--- src/rtl/stack_ctrl_if.sv ---
// Request, status and RAM-side signals of one stack controller.
// The slave modport is the controller; the master modport is the CPU plus the stack RAM.
interface stack_ctrl_if #(
    parameter int WIDTH      = 16,
    parameter int DEPTH_BITS = 8
);
    logic                  op_valid;
    logic                  op_ready;
    logic [1:0]            op;
    logic [WIDTH-1:0]      push_data;
    logic [WIDTH-1:0]      tos;
    logic [DEPTH_BITS:0]   depth;
    logic                  empty;
    logic                  full;
    logic                  overflow;
    logic                  underflow;
    logic                  err_clr;
    logic [DEPTH_BITS-1:0] mem_addr;
    logic [WIDTH-1:0]      mem_din;
    logic                  mem_wen;
    logic [WIDTH-1:0]      mem_dout;

    modport master (
        output op_valid, op, push_data, err_clr, mem_dout,
        input  op_ready, tos, depth, empty, full, overflow, underflow,
               mem_addr, mem_din, mem_wen
    );

    modport slave (
        input  op_valid, op, push_data, err_clr, mem_dout,
        output op_ready, tos, depth, empty, full, overflow, underflow,
               mem_addr, mem_din, mem_wen
    );
endinterface

--- src/rtl/stack_ctrl.sv ---
// Stack controller: top-of-stack cached in a register, remaining entries
// spilled to / refilled from an external synchronous single-port RAM.
//
// state  | meaning
// -------+-----------------------------------------------------------
// IDLE   | ready for an op; RAM signals decoded from the incoming op
// REFILL | RAM read issued by a POP is returning; load it into tos
module stack_ctrl #(
    parameter int WIDTH      = 16,
    parameter int DEPTH_BITS = 8
) (
    input logic        clk,
    input logic        reset,
    stack_ctrl_if.slave bus
);
    typedef enum logic {IDLE, REFILL} state_t;

    localparam logic [1:0] OP_NOP = 2'b00;
    localparam logic [1:0] OP_PUSH = 2'b01;
    localparam logic [1:0] OP_POP = 2'b10;
    localparam logic [1:0] OP_REPLACE = 2'b11;

    localparam logic [DEPTH_BITS:0] CAP = {1'b1, {DEPTH_BITS{1'b0}}};
    localparam logic [DEPTH_BITS:0] D_ZERO = '0;
    localparam logic [DEPTH_BITS:0] D_ONE = {{DEPTH_BITS{1'b0}}, 1'b1};

    state_t                  state_q, state_d;
    logic [WIDTH-1:0]        tos_q, tos_d;
    logic [DEPTH_BITS:0]     depth_q, depth_d;
    logic [DEPTH_BITS-1:0]   raddr_q, raddr_d;
    logic                    ovf_q, ovf_d, udf_q, udf_d;
    logic                    ovf_set, udf_set;
    logic                    ready;
    logic                    wen;
    logic [DEPTH_BITS-1:0]   addr;
    logic [WIDTH-1:0]        din;
    logic [DEPTH_BITS-1:0]   depth_lo;

    // Low bits of depth; modulo arithmetic on these gives the RAM slot even at depth==CAP.
    assign depth_lo = depth_q[DEPTH_BITS-1:0];

    // Next-state, RAM decode and handshake.
    always_comb begin
        state_d = state_q;
        tos_d   = tos_q;
        depth_d = depth_q;
        raddr_d = raddr_q;
        ovf_set = 1'b0;
        udf_set = 1'b0;
        ready   = 1'b0;
        wen     = 1'b0;
        addr    = '0;
        din     = '0;
        case (state_q)
            IDLE: begin
                ready = reset;
                if (reset && bus.op_valid) begin
                    case (bus.op)
                        OP_PUSH: begin
                            if (depth_q == D_ZERO) begin
                                tos_d   = bus.push_data;
                                depth_d = D_ONE;
                            end else if (depth_q == CAP) begin
                                ovf_set = 1'b1;
                            end else begin
                                wen     = 1'b1;
                                addr    = depth_lo - DEPTH_BITS'(1);
                                din     = tos_q;
                                tos_d   = bus.push_data;
                                depth_d = depth_q + D_ONE;
                            end
                        end
                        OP_POP: begin
                            if (depth_q == D_ZERO) begin
                                udf_set = 1'b1;
                            end else if (depth_q == D_ONE) begin
                                tos_d   = '0;
                                depth_d = D_ZERO;
                            end else begin
                                addr    = depth_lo - DEPTH_BITS'(2);
                                raddr_d = depth_lo - DEPTH_BITS'(2);
                                depth_d = depth_q - D_ONE;
                                state_d = REFILL;
                            end
                        end
                        OP_REPLACE: begin
                            if (depth_q == D_ZERO) udf_set = 1'b1;
                            else                  tos_d   = bus.push_data;
                        end
                        OP_NOP: ;
                        default: ;
                    endcase
                end
            end
            REFILL: begin
                addr    = raddr_q;
                tos_d   = bus.mem_dout;
                state_d = IDLE;
            end
            default: state_d = IDLE;
        endcase
        // A new error event in the same cycle as err_clr keeps the flag set.
        ovf_d = ovf_set | (ovf_q & ~bus.err_clr);
        udf_d = udf_set | (udf_q & ~bus.err_clr);
    end

    // State registers with asynchronous active-low reset.
    always_ff @(posedge clk or negedge reset) begin
        if (!reset) begin
            state_q <= IDLE;
            tos_q   <= '0;
            depth_q <= '0;
            raddr_q <= '0;
            ovf_q   <= 1'b0;
            udf_q   <= 1'b0;
        end else begin
            state_q <= state_d;
            tos_q   <= tos_d;
            depth_q <= depth_d;
            raddr_q <= raddr_d;
            ovf_q   <= ovf_d;
            udf_q   <= udf_d;
        end
    end

    assign bus.op_ready  = ready;
    assign bus.mem_wen   = wen;
    assign bus.mem_addr  = addr;
    assign bus.mem_din   = din;
    assign bus.tos       = tos_q;
    assign bus.depth     = depth_q;
    assign bus.empty     = (depth_q == D_ZERO);
    assign bus.full      = (depth_q == CAP);
    assign bus.overflow  = ovf_q;
    assign bus.underflow = udf_q;
endmodule

--- src/flat_wrapper.sv ---
// flat-port wrapper written by rule: the top's interface ports become plain ports
module stack_ctrl_flat 
#(
    parameter int WIDTH      = 16,
    parameter int DEPTH_BITS = 8
)
  (clk, reset, bus_op_valid, bus_op, bus_push_data, bus_err_clr, bus_mem_dout, bus_op_ready, bus_tos, bus_depth, bus_empty, bus_full, bus_overflow, bus_underflow, bus_mem_addr, bus_mem_din, bus_mem_wen);
  stack_ctrl_if #(.WIDTH(WIDTH), .DEPTH_BITS(DEPTH_BITS)) bus_i ();
  input logic clk;
  input logic reset;
  input wire logic [$bits(bus_i.op_valid)-1:0] bus_op_valid;
  input wire logic [$bits(bus_i.op)-1:0] bus_op;
  input wire logic [$bits(bus_i.push_data)-1:0] bus_push_data;
  input wire logic [$bits(bus_i.err_clr)-1:0] bus_err_clr;
  input wire logic [$bits(bus_i.mem_dout)-1:0] bus_mem_dout;
  output wire logic [$bits(bus_i.op_ready)-1:0] bus_op_ready;
  output wire logic [$bits(bus_i.tos)-1:0] bus_tos;
  output wire logic [$bits(bus_i.depth)-1:0] bus_depth;
  output wire logic [$bits(bus_i.empty)-1:0] bus_empty;
  output wire logic [$bits(bus_i.full)-1:0] bus_full;
  output wire logic [$bits(bus_i.overflow)-1:0] bus_overflow;
  output wire logic [$bits(bus_i.underflow)-1:0] bus_underflow;
  output wire logic [$bits(bus_i.mem_addr)-1:0] bus_mem_addr;
  output wire logic [$bits(bus_i.mem_din)-1:0] bus_mem_din;
  output wire logic [$bits(bus_i.mem_wen)-1:0] bus_mem_wen;
  assign bus_i.op_valid = bus_op_valid;
  assign bus_i.op = bus_op;
  assign bus_i.push_data = bus_push_data;
  assign bus_i.err_clr = bus_err_clr;
  assign bus_i.mem_dout = bus_mem_dout;
  assign bus_op_ready = bus_i.op_ready;
  assign bus_tos = bus_i.tos;
  assign bus_depth = bus_i.depth;
  assign bus_empty = bus_i.empty;
  assign bus_full = bus_i.full;
  assign bus_overflow = bus_i.overflow;
  assign bus_underflow = bus_i.underflow;
  assign bus_mem_addr = bus_i.mem_addr;
  assign bus_mem_din = bus_i.mem_din;
  assign bus_mem_wen = bus_i.mem_wen;
  stack_ctrl #(.WIDTH(WIDTH), .DEPTH_BITS(DEPTH_BITS)) u_core (.clk(clk), .reset(reset), .bus(bus_i));
endmodule
--- config.mk ---
export PLATFORM = sky130hd
export DESIGN_NAME = stack_ctrl_flat
export DESIGN_NICKNAME = d
export VERILOG_FILES = /design/src/rtl/stack_ctrl_if.sv /design/src/rtl/stack_ctrl.sv /design/src/flat_wrapper.sv
export SDC_FILE = /design/constraint.sdc
export NUM_CORES = 1
export LEC_CHECK = 0
export BUFFER_PORTS_ARGS = -buffer_cell sky130_fd_sc_hd__buf_2
export CORE_MARGIN = 2
export CORE_UTILIZATION = 25
export CTS_CLUSTER_DIAMETER = 80
export CTS_CLUSTER_SIZE = 28
export DETAILED_ROUTE_END_ITERATION = 10
export GPL_TIMING_DRIVEN = 0
export MAX_ROUTING_LAYER = met4
export SETUP_SLACK_MARGIN = 0.1
export SYNTH_ARGS = -nofsm -noshare
export SYNTH_HDL_FRONTEND = slang
export SYNTH_SLANG_ARGS = --single-unit
export TNS_END_PERCENT = 20
--- constraint.sdc ---
create_clock -name clk -period 3.4 [get_ports clk]
set_clock_uncertainty 0.15 [all_clocks]
set_input_delay 0.17 -clock clk [delete_from_list [all_inputs] [get_ports clk]]
set_output_delay 0.17 -clock clk [all_outputs]
set_load 0.02 [all_outputs]
### Word-level counts from Yosys, hierarchy flattened

Index checks and enable logic that the tools add are counted.

* register bits after elaboration: 36
* logic and storage cells: 83

* $add $sub $neg: 4
* equality and inequality tests: 13
* mux-type cells: 45
* bitwise operators: 8
* reduce and logical (&&, ||, !) cells: 7

Operators by type and width (count)
* $mux 16: 11
* $pmux 16 s3: 1
* $mux 8: 5
* $mux 9: 4
* $pmux 16 s2: 1
* $pmux 8 s2: 2
* $mux 1: 19
* $pmux 9 s2: 1
* $reduce_and 5->1: 2
* $add 9x1->9 const B: 1
* $eq 9x1->1 const B: 1
* $eq 9x9->1 const B: 1
* $logic_not 9->1: 1
* $ne 3x3->1 const B: 3
* $sub 9x1->9 const B: 1
* $ne 4x4->1 const B: 2
* $sub 8x1->8 const B: 1
* $sub 8x2->8 const B: 1
* $reduce_and 6->1: 1
* $eq 2x2->1 const B: 2
* $not 1->1: 4
* $ne 3x2->1 const B: 1
* $and 1x1->1: 2
* $eq 2x1->1 const B: 1
* other kinds (7): 8

### Depth between registers and ports, before layout

* depth in word-level cells: 7
* gate-level depth with buffers: 9

### Worst setup path before layout

No wires, ideal clock.

* path kind: reg-to-output
* start point: register u_core.depth_q[0], in the netlist u_core.bus.depth[0]
* end point: output bus_mem_addr[3]
* arrival time: 2.653 ns
* data required time: 3.080 ns
* slack: 0.427 ns
* cell stages (with the launch flop): 10
* buffers on the path: 2
* cell sequence: dfrtp_1 -> clkbuf_1 -> inv_1 -> ha_1 -> o21ba_2 -> a31o_2 -> buf_2 -> nand2b_1 -> o221a_2 -> o21ai_0

* longest elaborated chain between the ends: 6

Ends and longest elaborated chain
* start: declaration: RTL line stack_ctrl.sv:29 `logic [DEPTH_BITS:0] depth_q, depth_d;`
* start signal: assignment: RTL line stack_ctrl.sv:119 `depth_q <= depth_d;`
* $sub 8x2->8 (tied with other cells): RTL line stack_ctrl.sv:80 `addr = depth_lo - DEPTH_BITS'(2);`
* $mux 8, on equally long branches: RTL line stack_ctrl.sv:76, stack_ctrl.sv:63
* $mux 8, on equally long branches: RTL line stack_ctrl.sv:74, stack_ctrl.sv:60
* $pmux 8 s2 (*): RTL line stack_ctrl.sv:58 `case (bus.op)`
* $mux 8 (*): RTL line stack_ctrl.sv:57 `if (reset && bus.op_valid) begin`
* $pmux 8 s2 (*): RTL line stack_ctrl.sv:54 `case (state_q)`
* end: declaration: RTL line flat_wrapper.sv:23 `output wire logic [$bits(bus_i.mem_addr)-1:0] bus_mem_addr;`

Every way passes the cells marked *; elsewhere a longest branch is shown, timed or not.

### Final worst setup path

Same ends and word-level chain as after synthesis.

==> summary.txt <==
Logic synthesis
  – Top FF cell, synth: dfrtp_1
  – Post-synth EDFFs: 0
  – Flops & latches, synth: 36
  – Netlist cell types: 53
  – Ys async rst share: 100%
  – Seq/Total Area, Yosys: 35.8%
  – Syn nets: 322
  – Synthesis Warnings: 0
  – Post-synth design cell area: 2510 um2
  – Mapped Avg Cell Area: just over 9 um2
  – Syn Inst Count: 274

Setup path
  – Crit Path Category: reg2out
  – WP data arrival: approximately 2800 ps
  – Critical path peak fanout: 10
  – Setup crit start kind: flip-flop
  – CP Capture Type: primary output
  – CP required: approximately 3100 ps

Placement
  – Port Buffer Count: 92
  – Placer Congestion: 0.897
  – Post-DP HPWL: around 6.0 mm
  – Cell Area, Placed: 3140 um2

STA
  – Hold slack final: between 5 and 6 ps
  – Final Hold Fails: 0
  – RSZ-0062 raised after global routing: false
  – Least-Margin Pin Slew: around 780 ps
  – Fmax: 318 MHz
  – Final setup fails: 0
  – Final setup TNS: 0 ps
  – Max-slew headroom: between 40 and 50%
  – Final Slew Violations: 0
  – Share of the clock period used by the worst path: 92.5%
  – Min Clock Period, post-route: between 3000 and 4000 ps

Die
  – Die Footprint: about 11000 um2
  – Starting Density: around a quarter
  – Core Region: slightly below 10000 um2
  – Io pins: 93
  – Die Ht: 104 um
  – FP Rows: 36
  – DIE WIDTH: 104 um

Routing
  – ANT nets after route: 0
  – DRC Markers: 0
  – Wire length per cell: 15.5 um
  – Total wire length: 8.39 mm
  – Total iterations of the first detailed-routing run: 4
  – DRT iter0 DRCs: roughly 220
  – DR vias/cell: 4.99
  – Vias: 2704

Run status
  – Status: complete, no violations

CTS
  – Reg clk slew, reported paths: 80 ps
  – Clock buffer count from CTS: 5
  – # H-tree levels: 2
  – CTS root buf: clkbuf_8
  – Clk sink count: 36
  – Clk_lat worst skew: 290 ps
  – Clock Path Buffers: 2
  – CTS tree: built

Power and ir drop
  – PD cells: approximately 530 nW/um2
  – Max VDD drop: 372 uV
  – Total Power: 1930 uW
  – LEAKAGE: 0.00168 uW

Finish
  – Layout cells sized above 1: 30.1%
  – Fillers: 1017
  – Reg area: 902 um2
  – Area growth, synth to finish: 43.4%
  – Most common cell after layout, fill and taps aside: buf_2
  – Commonest non-fill, non-tap cells in the layout: buf_2 (97), dfrtp_1 (35), dlygate4sd3_1 (32), nand2_1 (30), o21ai_0 (20)
  – Multi-input logic area: 1460 um2
  – Fin nets: 455
  – Final Core Density: 36.9%
  – Cell area after layout: 3600 um2

Global route
  – Vias in the first global route: 2609
  – Largest net degree at the start of global routing: 37
  – Total grt overflow: 0
  – Overall global routing resource usage: between 15 and 20%
  – First-pass GRT wire length: about 13 mm
  – Initial antenna violation count: 1

Flow run
  – Max Cap Violations: 0

Hold path
  – Hold Crit Class: in2reg
## layer usage
metal	track usage, %	wire [um]
met1	20.4	3940
met2	24.9	3840
met3	3.20	513
met4	3.28	100
met5	-	0
## per-stage QoR
stage,setup slack [ps],cells
final,257,542
after global routing,105,542
after CTS,105,540
after detailed placement,44.0,499
after global placement,67.3,499
after floorplan,427,274
## final timing paths
kind	start	to	slack, ps	cells after the start
worst max-delay path	u_core.bus.depth[0]$_DFFE_PN0P_	bus_mem_addr[3]	260	10
worst min-delay path	bus_push_data[5]	u_core.bus.tos[5]$_DFFE_PN0P_	5	2
worst max register to register	u_core.bus.depth[1]$_DFFE_PN0P_	u_core.bus.tos[12]$_DFFE_PN0P_	490	8
worst min register to register	u_core.raddr_q[1]$_DFFE_PN0P_	u_core.raddr_q[1]$_DFFE_PN0P_	340	2
max in group asynchronous	reset	u_core.bus.depth[1]$_DFFE_PN0P_	2520	3
min in group asynchronous	reset	u_core.bus.depth[8]$_DFFE_PN0P_	380	3
## critical path, cell delays in order, from the launching register on
cell and delay, ps:
dfrtp_1 350, clkbuf_4 200, inv_1 80, ha_1 300, o21ba_2 230, a31o_2 230
buf_2 170, nand2b_2 260, o221a_2 280, o21ai_0 200, buf_2 210
## synth_stat cells, drive strengths merged (2+ instances only)
master / instances / area, um2
a211oi: 3 / 35.0
a21oi: 4 / 20.0
a221o: 19 / 190
a22o: 2 / 17.5
a22oi: 2 / 15.0
a31oi: 2 / 12.5
and2: 16 / 100
and3: 5 / 32.5
and4: 2 / 17.5
buf: 12 / 92.6
clkbuf: 10 / 37.5
dfrtp: 36 / 901
ha: 10 / 125
inv: 12 / 45.0
nand2: 30 / 113
nand3: 4 / 20.0
nand3b: 2 / 15.0
nand4: 2 / 12.5
nand4b: 2 / 17.5
nor2: 14 / 52.6
nor3: 3 / 15.0
nor3b: 18 / 135
o21a: 3 / 22.5
o21ai: 20 / 100
o221ai: 8 / 70.1
o22ai: 2 / 12.5
o31ai: 3 / 22.5
xnor2: 4 / 35.0
xor2: 5 / 43.8
## area by class of cell
| cell class | count | area share [%] |
|---|---|---|
| Tap cell | 133 | 4.62 |
| Buffer | 22 | 3.72 |
| Antenna cell | 1 | 0.0694 |
| Clock buffer | 8 | 2.50 |
| Sequential cell | 36 | 25.0 |
| Timing Repair Buffer | 126 | 22.4 |
| Inverter | 12 | 1.25 |
| Multi-Input combinational cell | 204 | 40.4 |
## flip-flops by register name, indices dropped and copies added, names as in the netlist
| name | count |
|---|---|
| u_core.bus.tos | 16 |
| u_core.bus.depth | 9 |
| u_core.state_q | 1 |
| u_core.raddr_q | 8 |
| u_core.bus.overflow | 1 |
| u_core.bus.underflow | 1 |
## repair_timing
| action | 4_1_cts | 5_1_grt |
|---|---|---|
| gates resized for setup | 2 | 5 |
| setup buffers | 0 | 1 |
| hold endpoints to repair | 53 | 0 |
| setup endpoints to repair | 3 | 1 |
| hold buffers | 33 | 0 |
## where the power goes
group	leakage, uW	switching (uW)	internal (uW)
Combinational	0.00118	583	388
Sequential	0.000453	89.9	546
Clock	0.0000455	156	165
## cell families after synthesis
| group | synth area share (%) |
|---|---|
| adders and majority gates | 4.98 |
| buffers and inverters | 6.97 |
| DFF | 35.8 |
| and+or+nand+nor | 23.6 |
| xor gates and xnor gates | 3.14 |
| AOI/OAI and AO/OA | 25.4 |
Note: power is estimated with default switching activity, not from simulation.
